File: config.mk
export PLATFORM = sky130hd
export DESIGN_NAME = load_store_unit_flat
export DESIGN_NICKNAME = d
export VERILOG_FILES = /design/src/rtl/load_store_unit_pkg.sv /design/src/rtl/load_store_unit_if.sv /design/src/rtl/load_store_unit_align.sv /design/src/rtl/load_store_unit.sv /design/src/flat_wrapper.sv
export SDC_FILE = /design/constraint.sdc
export NUM_CORES = 1
export LEC_CHECK = 0
export ABC_AREA = 0
export BUFFER_PORTS_ARGS = -buffer_cell sky130_fd_sc_hd__buf_2
export CAP_MARGIN = 20
export CORE_MARGIN = 2
export CORE_UTILIZATION = 56
export DETAILED_ROUTE_END_ITERATION = 8
export PLACE_DENSITY_LB_ADDON = 0.2
export SLEW_MARGIN = 5
export SYNTH_ARGS = -nofsm -noshare
export SYNTH_HDL_FRONTEND = slang
export SYNTH_SLANG_ARGS = --single-unit
export TNS_END_PERCENT = 100
File: constraint.sdc
create_clock -name clk -period 4.4 [get_ports clk]
set_input_delay 0.22 -clock clk [delete_from_list [all_inputs] [get_ports clk]]
set_output_delay 0.22 -clock clk [all_outputs]
set_load 0.02 [all_outputs]
File: src/rtl/load_store_unit_pkg.sv
// Shared types for the load/store unit: operation encoding, FSM states and
// small decode helpers used by the top and the alignment logic.
package lsu_pkg;

  // Low three bits follow the load funct3 encoding; bit 3 marks a store.
  typedef enum logic [3:0] {
    OP_LB  = 4'b0000,
    OP_LH  = 4'b0001,
    OP_LW  = 4'b0010,
    OP_LBU = 4'b0100,
    OP_LHU = 4'b0101,
    OP_SB  = 4'b1000,
    OP_SH  = 4'b1001,
    OP_SW  = 4'b1010
  } lsu_op_t;

  typedef enum logic [2:0] {
    ST_IDLE,
    ST_RD_ISSUE,
    ST_RD_WAIT,
    ST_WR_ISSUE,
    ST_WR_WAIT,
    ST_RESP
  } lsu_state_t;

  function automatic logic is_store(lsu_op_t op);
    return op[3];
  endfunction

  // Size is encoded in op[1:0]: 00 byte, 01 halfword, 10 word.
  function automatic logic is_misaligned(lsu_op_t op, logic [1:0] off);
    case (op[1:0])
      2'b01:   return off[0];
      2'b10:   return off != 2'b00;
      default: return 1'b0;
    endcase
  endfunction

endpackage

File: src/rtl/load_store_unit_if.sv
// Pipeline request/response and data-memory signals of the load/store unit.
// The master modport is the unit itself; slave is the core/memory side.
interface load_store_unit_if
  import lsu_pkg::*;
#(
  parameter int ADDR_W = 32,
  parameter int DATA_W = 32
);

  logic              req_valid;
  logic              req_ready;
  lsu_op_t           req_op;
  logic [ADDR_W-1:0] req_addr;
  logic [DATA_W-1:0] req_wdata;
  logic              resp_valid;
  logic [DATA_W-1:0] resp_rdata;
  logic              resp_err;
  logic              stall;
  logic [ADDR_W-1:0] mem_addr;
  logic [DATA_W-1:0] mem_wdata;
  logic              mem_we;
  logic              mem_re;
  logic [DATA_W-1:0] mem_rdata;
  logic              mem_miss;

  modport master (
    input  req_valid, req_op, req_addr, req_wdata, mem_rdata, mem_miss,
    output req_ready, resp_valid, resp_rdata, resp_err, stall,
           mem_addr, mem_wdata, mem_we, mem_re
  );

  modport slave (
    output req_valid, req_op, req_addr, req_wdata, mem_rdata, mem_miss,
    input  req_ready, resp_valid, resp_rdata, resp_err, stall,
           mem_addr, mem_wdata, mem_we, mem_re
  );

endinterface

File: src/rtl/load_store_unit_align.sv
// Combinational lane logic: extracts/extends sub-word load data and merges
// sub-word store data into a previously read memory word.
module lsu_align
  import lsu_pkg::*;
(
  input  lsu_op_t     op_i,
  input  logic [1:0]  off_i,
  input  logic [31:0] rword_i,
  input  logic [15:0] wdata_i,
  output logic [31:0] load_o,
  output logic [31:0] merge_o
);

  logic [7:0]  byte_sel;
  logic [15:0] half_sel;

  always_comb begin
    byte_sel = rword_i[{off_i, 3'b000} +: 8];
    half_sel = off_i[1] ? rword_i[31:16] : rword_i[15:0];
    load_o   = rword_i;
    merge_o  = rword_i;
    case (op_i)
      OP_LB:   load_o = {{24{byte_sel[7]}}, byte_sel};
      OP_LBU:  load_o = {24'h000000, byte_sel};
      OP_LH:   load_o = {{16{half_sel[15]}}, half_sel};
      OP_LHU:  load_o = {16'h0000, half_sel};
      OP_SB:   merge_o[{off_i, 3'b000} +: 8] = wdata_i[7:0];
      OP_SH: begin
        if (off_i[1]) merge_o[31:16] = wdata_i;
        else          merge_o[15:0]  = wdata_i;
      end
      default: ;
    endcase
  end

endmodule

File: src/rtl/load_store_unit.sv
// Load/store unit: one request at a time, stalls on memory miss, sub-word
// loads are extracted and extended, sub-word stores use read-modify-write.
module load_store_unit
  import lsu_pkg::*;
#(
  parameter int ADDR_W = 32,
  parameter int DATA_W = 32
)
(
  input  logic clk,
  input  logic rstn,
  load_store_unit_if.master bus
);

  lsu_state_t        state_q, state_d;
  lsu_op_t           op_q, op_d;
  logic [1:0]        off_q, off_d;
  logic [15:0]       wdata_q, wdata_d;
  logic              err_q, err_d;
  logic [ADDR_W-1:0] mem_addr_q, mem_addr_d;
  logic [DATA_W-1:0] mem_wdata_q, mem_wdata_d;
  logic [DATA_W-1:0] resp_rdata_q, resp_rdata_d;
  logic              resp_valid_q, resp_valid_d;
  logic              resp_err_q, resp_err_d;
  logic              mem_re_q, mem_re_d;
  logic              mem_we_q, mem_we_d;
  logic [DATA_W-1:0] load_data;
  logic [DATA_W-1:0] merged_data;

  lsu_align u_align (
    .op_i    (op_q),
    .off_i   (off_q),
    .rword_i (bus.mem_rdata),
    .wdata_i (wdata_q),
    .load_o  (load_data),
    .merge_o (merged_data)
  );

  always_comb begin
    state_d      = state_q;
    op_d         = op_q;
    off_d        = off_q;
    wdata_d      = wdata_q;
    err_d        = err_q;
    mem_addr_d   = mem_addr_q;
    mem_wdata_d  = mem_wdata_q;
    resp_rdata_d = '0;
    case (state_q)
      ST_IDLE: begin
        if (bus.req_valid) begin
          op_d       = bus.req_op;
          off_d      = bus.req_addr[1:0];
          wdata_d    = bus.req_wdata[15:0];
          err_d      = is_misaligned(bus.req_op, bus.req_addr[1:0]);
          mem_addr_d = {bus.req_addr[ADDR_W-1:2], 2'b00};
          if (err_d) begin
            state_d = ST_RESP;
          end else if (bus.req_op == OP_SW) begin
            mem_wdata_d = bus.req_wdata;
            state_d     = ST_WR_ISSUE;
          end else begin
            state_d = ST_RD_ISSUE;
          end
        end
      end
      ST_RD_ISSUE: state_d = ST_RD_WAIT;
      ST_RD_WAIT: begin
        if (!bus.mem_miss) begin
          if (is_store(op_q)) begin
            mem_wdata_d = merged_data;
            state_d     = ST_WR_ISSUE;
          end else begin
            resp_rdata_d = load_data;
            state_d      = ST_RESP;
          end
        end
      end
      ST_WR_ISSUE: state_d = ST_WR_WAIT;
      ST_WR_WAIT:  if (!bus.mem_miss) state_d = ST_RESP;
      ST_RESP:     state_d = ST_IDLE;
      default:     state_d = ST_IDLE;
    endcase
    // Strobes and response flags are registered copies of the next state.
    resp_valid_d = (state_d == ST_RESP);
    resp_err_d   = (state_d == ST_RESP) && err_d;
    mem_re_d     = (state_d == ST_RD_ISSUE);
    mem_we_d     = (state_d == ST_WR_ISSUE);
  end

  always_ff @(posedge clk or negedge rstn) begin
    if (!rstn) begin
      state_q      <= ST_IDLE;
      op_q         <= OP_LW;
      off_q        <= '0;
      wdata_q      <= '0;
      err_q        <= 1'b0;
      mem_addr_q   <= '0;
      mem_wdata_q  <= '0;
      resp_rdata_q <= '0;
      resp_valid_q <= 1'b0;
      resp_err_q   <= 1'b0;
      mem_re_q     <= 1'b0;
      mem_we_q     <= 1'b0;
    end else begin
      state_q      <= state_d;
      op_q         <= op_d;
      off_q        <= off_d;
      wdata_q      <= wdata_d;
      err_q        <= err_d;
      mem_addr_q   <= mem_addr_d;
      mem_wdata_q  <= mem_wdata_d;
      resp_rdata_q <= resp_rdata_d;
      resp_valid_q <= resp_valid_d;
      resp_err_q   <= resp_err_d;
      mem_re_q     <= mem_re_d;
      mem_we_q     <= mem_we_d;
    end
  end

  assign bus.req_ready  = (state_q == ST_IDLE);
  assign bus.stall      = (state_q != ST_IDLE) || resp_valid_q;
  assign bus.resp_valid = resp_valid_q;
  assign bus.resp_rdata = resp_rdata_q;
  assign bus.resp_err   = resp_err_q;
  assign bus.mem_addr   = mem_addr_q;
  assign bus.mem_wdata  = mem_wdata_q;
  assign bus.mem_re     = mem_re_q;
  assign bus.mem_we     = mem_we_q;

endmodule

File: src/flat_wrapper.sv
// flat-port wrapper written by rule: the top's interface ports become plain ports
module load_store_unit_flat import lsu_pkg::*;
#(
  parameter int ADDR_W = 32,
  parameter int DATA_W = 32
)
  (clk, rstn, bus_req_valid, bus_req_op, bus_req_addr, bus_req_wdata, bus_mem_rdata, bus_mem_miss, bus_req_ready, bus_resp_valid, bus_resp_rdata, bus_resp_err, bus_stall, bus_mem_addr, bus_mem_wdata, bus_mem_we, bus_mem_re);
  load_store_unit_if #(.ADDR_W(ADDR_W), .DATA_W(DATA_W)) bus_i ();
  input  logic clk;
  input  logic rstn;
  input wire logic [$bits(bus_i.req_valid)-1:0] bus_req_valid;
  input wire logic [$bits(bus_i.req_op)-1:0] bus_req_op;
  input wire logic [$bits(bus_i.req_addr)-1:0] bus_req_addr;
  input wire logic [$bits(bus_i.req_wdata)-1:0] bus_req_wdata;
  input wire logic [$bits(bus_i.mem_rdata)-1:0] bus_mem_rdata;
  input wire logic [$bits(bus_i.mem_miss)-1:0] bus_mem_miss;
  output wire logic [$bits(bus_i.req_ready)-1:0] bus_req_ready;
  output wire logic [$bits(bus_i.resp_valid)-1:0] bus_resp_valid;
  output wire logic [$bits(bus_i.resp_rdata)-1:0] bus_resp_rdata;
  output wire logic [$bits(bus_i.resp_err)-1:0] bus_resp_err;
  output wire logic [$bits(bus_i.stall)-1:0] bus_stall;
  output wire logic [$bits(bus_i.mem_addr)-1:0] bus_mem_addr;
  output wire logic [$bits(bus_i.mem_wdata)-1:0] bus_mem_wdata;
  output wire logic [$bits(bus_i.mem_we)-1:0] bus_mem_we;
  output wire logic [$bits(bus_i.mem_re)-1:0] bus_mem_re;
  assign bus_i.req_valid = bus_req_valid;
  assign bus_i.req_op = bus_req_op;
  assign bus_i.req_addr = bus_req_addr;
  assign bus_i.req_wdata = bus_req_wdata;
  assign bus_i.mem_rdata = bus_mem_rdata;
  assign bus_i.mem_miss = bus_mem_miss;
  assign bus_req_ready = bus_i.req_ready;
  assign bus_resp_valid = bus_i.resp_valid;
  assign bus_resp_rdata = bus_i.resp_rdata;
  assign bus_resp_err = bus_i.resp_err;
  assign bus_stall = bus_i.stall;
  assign bus_mem_addr = bus_i.mem_addr;
  assign bus_mem_wdata = bus_i.mem_wdata;
  assign bus_mem_we = bus_i.mem_we;
  assign bus_mem_re = bus_i.mem_re;
  load_store_unit #(.ADDR_W(ADDR_W), .DATA_W(DATA_W)) u_core (.clk(clk), .rstn(rstn), .bus(bus_i));
endmodule
==> flow_metrics.env, run 1 <==
export IMPL_cts_path_max_buffers=2
export IMPL_die_x_um=113
export IMPL_cp_max_fo=61
export IMPL_antenna_found_initial=0
export IMPL_first_iter_violations=663
export IMPL_clkTransAtPathRegs_ns=0.06
export IMPL_cts_resized=0
export IMPL_rr_startpoint="u_core.off_q[1]"
export IMPL_setup_viol=0
export IMPL_clk_latency_ns=0.42
export IMPL_ir_worst_vdd_mv=0.522
export IMPL_grt_pass1_vias=5802
export IMPL_vias=5987
export IMPL_cts_tree="built"
export IMPL_coreArea_um2=11500
export IMPL_grt_overflow_total=0
export IMPL_seqCellArea_um2=3110
export IMPL_hold_violations=0
export IMPL_cts_buffers=17
export IMPL_synth_top_area_cell="dfrtp_1"
export IMPL_timing_final_crit_share=0.778
export IMPL_grt_usage=0.311
export IMPL_required_ns=4.76
export IMPL_drive_gt1_frac=0.411
export IMPL_drc=0
export IMPL_synthTopCellsByArea="dfrtp_1, mux2_2, a221oi_1, mux2_4, o21ai_0"
export IMPL_yosysSeqAreaShare=0.469
export IMPL_clockRootBuffer="clkbuf_16"
export IMPL_p_comb_frac=0.421
export IMPL_path_cells="inv_1, ha_1, nand2_1, nor3_1, a221oi_1, o21ai_0, mux2_4"
export IMPL_viasPerCell=6.24
export IMPL_cts_max_level=4
export IMPL_clockPowerShare=0.245
export IMPL_synth_top_area_share=0.465
export IMPL_crit_type="flop to flop"
export IMPL_critPathLaunchType="flop"
export IMPL_diodes=0
export IMPL_relSlewSlack=0.269
export IMPL_syn_inst=617
export IMPL_crit_family="flip-flops"
export IMPL_end_kind="flop"
export IMPL_switchingPower_w=0.00259
export IMPL_drv_cap=0
export IMPL_placed_area_um2=7620
export IMPL_portBuffers=203
export IMPL_internal_power_w=0.00378
export IMPL_multi_input_area_um2=3110
export IMPL_detail_route_first_pass_iterations=6
export IMPL_r2r_slack_ns=0.98
export IMPL_maxSlewViolCount=0
export IMPL_dieHeight_um=113
export IMPL_powerDensity_nw_per_um2=764
export IMPL_period_needed_ns=3.42
export IMPL_ys_warn_count=0
export IMPL_leakage_nw=4.14
export IMPL_rows=39
export IMPL_grt_max_degree=66
export IMPL_place_gp_congestion=0.915
export IMPL_final_antenna_net_count=0
export IMPL_cpMaxStageDelayCell="dfrtp_2"
export IMPL_worst_pin_slew_ns=1.10
export IMPL_synth_seq_cells=124
export IMPL_post_drt_wl_per_cell_um=20.7
export IMPL_synth_distinct_cells=66
export IMPL_synth_edf_count=0
export IMPL_crit_buf_inv=1
export IMPL_initial_core_util=0.577
export IMPL_crit_start="u_core.off_q[1]"
export IMPL_fmax_mhz=292
export IMPL_setup_tns_ns=0
export IMPL_status="completed"
export IMPL_layout_nets=915
export IMPL_syn_cell_area_um2=6620
export IMPL_synth_ff_type="dfrtp_1"
export IMPL_critPathMaxStageDelay_ns=1.09
export IMPL_yosysMostFrequentCell="dfrtp_1"
export IMPL_routed_wl_mm=19.9
export IMPL_crit_arrival_ns=3.78
export IMPL_post_cts_setup_buffer_count=0
export IMPL_dp_hpwl_mm=13.6
export IMPL_ios=206
export IMPL_async_flop_share=1.00
export IMPL_holdCritStartpoint="bus_req_op[2]"
export IMPL_cts_sinks=124
export IMPL_n_fill_cell=810
export IMPL_finClkSkew_ns=0.00855
export IMPL_rsz0062_at_grt="false"
export IMPL_yosys_top_cells_count="dfrtp_1, nand2_1, mux2_2"
export IMPL_grt_pass1_wl_mm=30.6
export IMPL_netSwitchingFraction=0.407
export IMPL_dieArea_um2=12700
export IMPL_design_area_um2=8330
export IMPL_hp_class="primary input to flop"
export IMPL_syn_area_per_cell_um2=10.7
export IMPL_syn_to_final_growth_pct=26.0
export IMPL_seqPwrFrac=0.334
## power groups by stage
stage               clock, W  combinational (W)  sequential [W]
floorplan                  0            0.00164         0.00227
global placement           0            0.00257         0.00209
detailed placement         0            0.00264         0.00211
CTS                  0.00157            0.00265         0.00210
global route         0.00162            0.00289         0.00218
finish               0.00156            0.00268         0.00213
## final cells by class
class | instances | share of cell area
multi-input cells | 406 | 0.374
flip-flops and latches | 124 | 0.373
repair buffers | 212 | 0.134
clock buffers | 22 | 0.0569
clock inverters | 10 | 0.0222
well taps | 143 | 0.0215
inverters | 43 | 0.0194
## what timing repair did
item / in CTS / in global routing
hold buffers: 1 / 0
endpoints found under the setup margin: 0 / 0
endpoints found under the hold margin: 63 / 0
## state kept, by name, summed over array words and instances, names as in the netlist, 2 cells and up
name and count:
u_core.state_q 3, u_core.bus.mem_addr 30, u_core.wdata_q 16, u_core.bus.resp_rdata 32, u_core.off_q 2, u_core.bus.mem_wdata 32, u_core.op_q 4
## placed cells by master, fill, tap and decap left out, drive strengths merged, types with 2 or more instances in the layout
cell    count
buf       211
dfrtp     123
mux2       70
nand2      58
o21ai      48
inv        44
a221oi     35
nor2       31
a21oi      31
clkbuf     22
mux2i      17
a22oi      16
o221ai     14
a22o       10
a222oi      8
ha          7
a31oi       6
bufinv      5
nand3       4
nand2b      4
nor3        4
nor2b       3
o21a        3
and3        3
clkinv      3
nor3b       2
o311ai      2
conb        2
or2         2
o32ai       2
or3b        2
## worst paths after layout
kind                                            end  cells after the start
setup / recovery           u_core.bus.mem_wdata[16]                      7
hold / removal                       u_core.op_q[2]                      3
setup reg to reg           u_core.bus.mem_wdata[16]                      7
hold reg to reg              u_core.bus.mem_addr[8]                      1
max in group asynchronous            u_core.op_q[1]                      3
min in group asynchronous  u_core.bus.mem_wdata[13]                      2
## stage by stage
stage	utilization	setup slack [ns]	cells	hold slack [ns]	total power [W]
after floorplan	-	2.08	618	-0.0756	0.00391
after global placement	0.665	1.30	925	0.344	0.00467
after detailed placement	0.665	1.14	925	0.365	0.00475
after CTS	0.723	1.07	958	0.00270	0.00633
after global routing	0.727	0.748	960	0.0178	0.00669
final	0.727	0.977	960	0.0196	0.00637
## cells by family (layout without fill, tap and decap cells)
kind of cell / Yosys count / in the layout / share of synthesized area
buffers and inverters: 88 / 287 / 0.0613
other: 1 / 2 / 0.000567
multiplexers: 88 / 88 / 0.160
adder cells (fa/ha/maj): 7 / 7 / 0.0132
flip-flops: 124 / 124 / 0.469
AO/OA/AOI/OAI: 186 / 186 / 0.206
AND/OR/NAND/NOR: 123 / 123 / 0.0904
## worst min-delay path: stages
cell and delay (ns):
buf_2 0.09, nand2_1 0.04, nand2_1 0.05
## layer usage
metal	part of all wire	vias to the layer above	track usage
li1	-	2659	-
met4	0.027	0	0.127
met1	0.40	2938	0.408
met5	0	-	0
met2	0.48	339	0.492
met3	0.098	51	0.0848
No activity file was read; power rests on OpenSTA's default activity.
==> inputs of run 2 (changes only) <==
CORE_UTILIZATION = 47   (was 56)
clock period = 2.99 ns   (was 4.4 ns; I/O delays follow)
==> run 2 against run 1 <==
Worst setup slack lost 0.65 ns. Cell count grew 10%. Global-route usage shrank 2.9 points. First-iteration DRC count shrank 15%. Clock skew grew 0.0058 ns. Routed wire length grew 4.5%. Die area grew 18%. Critical endpoint is now u_core.bus.mem_wdata[24]. Largest cell class unchanged. Largest power group unchanged. Highest routed layer unchanged.
==> flow_metrics.env, run 2 (synthesized netlist as in run 1, its figures left out) <==
export IMPL_layout_common_cells="buf_2, dfrtp_1, nand2_1"
export IMPL_relSlewSlack=0.264
export IMPL_worst_pin_slew_ns=1.08
export IMPL_grt_max_degree=61
export IMPL_place_ws_ns=0.408
export IMPL_cts_path_max_buffers=2
export IMPL_cts_sinks=124
export IMPL_post_drt_wl_per_cell_um=19.6
export IMPL_leakage_nw=4.35
export IMPL_post_cts_setup_buffer_count=0
export IMPL_placed_area_um2=7750
export IMPL_first_iter_violations=561
export IMPL_design_area_um2=8870
export IMPL_rows=43
export IMPL_diodes=0
export IMPL_final_setup_worst_slack_ns=0.327
export IMPL_setup_viol=0
export IMPL_rsz0062_at_grt="false"
export IMPL_clkTransAtPathRegs_ns=0.06
export IMPL_ios=206
export IMPL_finClkSkew_ns=0.0143
export IMPL_crit_type="flop to flop"
export IMPL_final_common_cell="buf_2"
export IMPL_vias=6158
export IMPL_grt_pass1_vias=5976
export IMPL_hp_class="primary input to flop"
export IMPL_setup_tns_ns=0
export IMPL_drc=0
export IMPL_grt_pass1_wl_mm=31.9
export IMPL_grt_usage=0.282
export IMPL_timing_final_crit_share=0.891
export IMPL_ir_worst_vdd_mv=0.629
export IMPL_syn_to_final_growth_pct=34.1
export IMPL_critPathLaunchType="flop"
export IMPL_clk_latency_ns=0.43
export IMPL_initial_core_util=0.478
export IMPL_dp_hpwl_mm=14.5
export IMPL_antenna_found_initial=0
export IMPL_required_ns=3.35
export IMPL_fmax_mhz=376
export IMPL_dieHeight_um=123
export IMPL_maxSlewViolCount=0
export IMPL_end_kind="flop"
export IMPL_detail_route_first_pass_iterations=7
export IMPL_coreArea_um2=13800
export IMPL_cts_buffers=17
export IMPL_n_fill_cell=1106
export IMPL_routed_wl_mm=20.8
export IMPL_crit_arrival_ns=3.02
export IMPL_portBuffers=203
export IMPL_cp_max_fo=60
export IMPL_final_antenna_net_count=0
export IMPL_dieArea_um2=15000
export IMPL_die_x_um=123
export IMPL_period_needed_ns=2.66
export IMPL_layout_nets=976
export IMPL_drive_gt1_frac=0.394
export IMPL_cts_tree="built"
export IMPL_clockRootBuffer="clkbuf_16"
export IMPL_drv_cap=0
export IMPL_r2r_slack_ns=0.33
export IMPL_powerDensity_nw_per_um2=1030
export IMPL_status="completed"
export IMPL_hold_violations=0
export IMPL_place_gp_congestion=0.936
export IMPL_grt_overflow_total=0
export IMPL_cts_max_level=4
export IMPL_viasPerCell=5.82
run 2: cell count changes in the layout (fill, tap and decap cells not counted), moves of 3 or more:
cell / delta
bufinv_16: -4
dlygate4sd3_1: +53
inv_6: +3
buf_4: +8
run 2: layout make-up:
class | count | area, um^2 | area share
clock buffer | 18 | 439 | 0.0495
tap | 180 | 225 | 0.0254
inverter | 43 | 161 | 0.0182
timing repair buffer | 273 | 1690 | 0.190
clock inverter | 14 | 135 | 0.0152
sequential | 124 | 3110 | 0.350
multi-input combinational | 406 | 3110 | 0.351
run 2: repair_timing:
item	CTS	global route
endpoints found under the hold margin	97	0
gates resized for setup	0	0
hold buffers	54	0
run 2: routing by layer:
layer  share of wire  global-route usage  routed length, um  vias to the layer above
li1                -                   -                  -                     2777
met1            0.41               0.379               8580                     3012
met2            0.48               0.438               9860                      325
met3           0.084              0.0678               1740                       44
met4           0.028               0.119                571                        0
met5               0                   0                  0                        -
run 2: stage by stage:
step	power [W]	util	hold WS, ns	instances
floorplan	0.00575	-	-0.146	618
global placement	0.00694	0.560	0.193	971
detailed placement	0.00707	0.561	0.206	972
CTS	0.00914	0.641	0.00161	1058
global route	0.00969	0.641	0.0144	1058
finish	0.00915	0.641	0.0202	1058
run 2: power by group:
group | switching [W] | leakage, nW | internal (W) | total [W]
clock | 0.000815 | 0.276 | 0.00118 | 0.00199
combinational | 0.00241 | 2.53 | 0.00174 | 0.00415
sequential | 0.000662 | 1.55 | 0.00234 | 0.00300
run 2: worst paths after layout:
path | from | end | cells past startpoint
max | u_core.off_q[1] | u_core.bus.mem_wdata[24] | 8
min reg2reg | u_core.err_q | u_core.err_q | 1
min in group asynchronous | rstn | u_core.bus.mem_wdata[27] | 2
max reg2reg | u_core.off_q[1] | u_core.bus.mem_wdata[24] | 8
max in group asynchronous | rstn | u_core.op_q[1] | 3
min | bus_req_wdata[4] | u_core.wdata_q[4] | 2
run 2: critical path, cell delays in order (launching register included):
cell	delay, ns
dfrtp_2	0.35
buf_4	0.51
ha_1	0.32
nand4bb_1	0.41
nor4_2	0.32
buf_4	0.22
nand2_1	0.06
a22oi_1	0.22
mux2_4	0.19
==> inputs of run 3 (changes only) <==
--- a/config.mk
+++ b/config.mk
@@ -10,4 +10,6 @@
 export CAP_MARGIN = 20
+export CELL_PAD_IN_SITES_DETAIL_PLACEMENT = 1
+export CELL_PAD_IN_SITES_GLOBAL_PLACEMENT = 2
 export CORE_MARGIN = 2
-export CORE_UTILIZATION = 47
+export CORE_UTILIZATION = 32
 export DETAILED_ROUTE_END_ITERATION = 8
==> constraint.sdc (replaced) <==
create_clock -name clk -period 2.5 [get_ports clk]
set_input_delay 0 -clock clk [delete_from_list [all_inputs] [get_ports clk]]
set_output_delay 0 -clock clk [all_outputs]
set_load 0.02 [all_outputs]
==> run 3 against run 2 <==
Combinational power is 31% higher. Non-clock buffer count increased by 49. Sequential power is 18% higher. Global-route usage decreased by 4.5 points. Fmax is 18% higher. Via count up 2.2%.
==> flow_metrics.env, run 3 (synthesized netlist as in run 1, its figures left out) <==
export IMPL_coreArea_um2=20200
export IMPL_critPathMaxStageDelay_ns=0.75
export IMPL_finClkSkew_ns=0.0110
export IMPL_post_drt_wl_per_cell_um=21.2
export IMPL_drv_cap=0
export IMPL_drc=0
export IMPL_cts_max_level=4
export IMPL_utilization=0.469
export IMPL_setup_viol=0
export IMPL_ir_worst_vdd_mv=0.648
export IMPL_setup_tns_ns=0
export IMPL_final_common_cell="buf_2"
export IMPL_rsz0062_at_grt="false"
export IMPL_dieArea_um2=21800
export IMPL_p_comb_frac=0.471
export IMPL_vias=6293
export IMPL_crit_buf_inv=1
export IMPL_viasPerCell=5.26
export IMPL_cp_max_fo=8
export IMPL_diodes=0
export IMPL_antenna_found_initial=0
export IMPL_grt_pass1_vias=6727
export IMPL_seqPwrFrac=0.307
export IMPL_maxSlewViolCount=0
export IMPL_clockRootBuffer="clkbuf_16"
export IMPL_period_needed_ns=2.26
export IMPL_first_iter_violations=440
export IMPL_rows=52
export IMPL_met1_length_mm=11.1
export IMPL_cts_path_max_buffers=2
export IMPL_worst_pin_slew_ns=0.991
export IMPL_internal_power_w=0.00655
export IMPL_place_gp_congestion=0.848
export IMPL_path_cells="inv_1, ha_1, nand2_1, nor3_1, a221oi_1, o21ai_0, mux2_4"
export IMPL_clk_latency_ns=0.43
export IMPL_highest_layer="met4"
export IMPL_powerDensity_nw_per_um2=1210
export IMPL_initial_core_util=0.327
export IMPL_post_cts_setup_buffer_count=0
export IMPL_crit_type="flop to flop"
export IMPL_layout_nets=1025
export IMPL_met2_length_mm=12.6
export IMPL_met3_length_mm=1.33
export IMPL_syn_to_final_growth_pct=43.5
export IMPL_relSlewSlack=0.334
export IMPL_grt_overflow_total=0
export IMPL_routed_wl_mm=25.4
export IMPL_layout_common_cells="buf_2, dfrtp_1, dlygate4sd3_1"
export IMPL_whs_ns=0.0189
export IMPL_netSwitchingFraction=0.431
export IMPL_clkTransAtPathRegs_ns=0.06
export IMPL_required_ns=2.87
export IMPL_cts_tree="built"
export IMPL_timing_final_crit_share=0.902
export IMPL_cts_sinks=124
export IMPL_cts_buffers=17
export IMPL_die_x_um=148
export IMPL_ios=206
export IMPL_crit_arrival_ns=2.63
export IMPL_dp_hpwl_mm=17.5
export IMPL_fmax_mhz=443
export IMPL_critPathLaunchType="flop"
export IMPL_grt_pass1_wl_mm=39.5
export IMPL_clockPowerShare=0.223
export IMPL_switchingPower_w=0.00496
export IMPL_drive_gt1_frac=0.386
export IMPL_grt_usage=0.237
export IMPL_status="completed"
export IMPL_cpMaxStageDelayCell="nor3_1"
export IMPL_leakage_nw=4.60
export IMPL_end_kind="flop"
export IMPL_hold_violations=0
export IMPL_portBuffers=203
export IMPL_detail_route_first_pass_iterations=5
export IMPL_crit_family="simple AND/OR/NAND/NOR gates"
export IMPL_dieHeight_um=148
export IMPL_final_antenna_net_count=0
export IMPL_hp_class="primary input to flop"
export IMPL_grt_max_degree=61
[run 3: changes by cell type in the layout (fill, tap and decap cells not counted), sizes merged]
cell and delta:
inv +5, dlygate4sd3 +37, clkinv -2, buf +12, clkinvlp -3, bufinv +1, clkbuf -1
[run 3: final cells by class]
class,instances,area (um^2)
fillers,2291,10700
multi-input cells,406,3110
flip-flops and latches,124,3110
repair buffers,322,2180
clock buffers,17,425
well taps,270,338
clock inverters,15,174
inverters,43,161
[run 3: routing by layer]
layer,vias up,global-route usage
met5,-,0
met3,24,0.0451
met2,230,0.389
met4,0,0.0635
li1,2874,-
met1,3165,0.321
[run 3: power by group through the flow]
stage                     registers, W  clock network, W  logic [W]
final                          0.00353           0.00256    0.00542
after global routing           0.00363           0.00273    0.00585
after CTS                      0.00352           0.00262    0.00541
after detailed placement       0.00354                 0    0.00524
after global placement         0.00350                 0    0.00508
after floorplan                0.00400                 0    0.00288
[run 3: stage by stage]
step	setup slack, ns	instance area [um^2]	instances	total power (W)
after floorplan	0.185	6620	618	0.00688
after global placement	0.333	7990	1074	0.00858
after detailed placement	0.284	7990	1074	0.00878
after CTS	0.276	9500	1197	0.0115
after global routing	0.0842	9500	1197	0.0122
final	0.245	9500	1197	0.0115
[run 3: what timing repair did]
action / 4_1_cts / 5_1_grt
hold buffers: 91 / 0
endpoints found under the hold margin: 145 / 0
resized for setup: 0 / 0
[run 3: worst reg2reg max path: stages, from the launching register on]
cell and delay, ns:
dfrtp_1 0.34, inv_1 0.11, ha_1 0.33, nand2_1 0.05
nor3_1 0.75, a221oi_1 0.17, o21ai_0 0.26, mux2_4 0.18
[run 3: path summary, 6_finish.rpt]
kind / depth (start not counted) / start / slack [ns] / endpoint
max in group asynchronous: 3 / rstn / 1.68 / u_core.bus.mem_addr[23]
max reg2reg: 7 / u_core.off_q[0] / 0.24 / u_core.bus.mem_wdata[17]
min: 3 / bus_req_valid / 0.02 / u_core.state_q[1]
max: 7 / u_core.off_q[0] / 0.24 / u_core.bus.mem_wdata[17]
min reg2reg: 1 / u_core.bus.mem_addr[19] / 0.51 / u_core.bus.mem_addr[19]
min in group asynchronous: 2 / rstn / 0.10 / u_core.bus.resp_rdata[24]
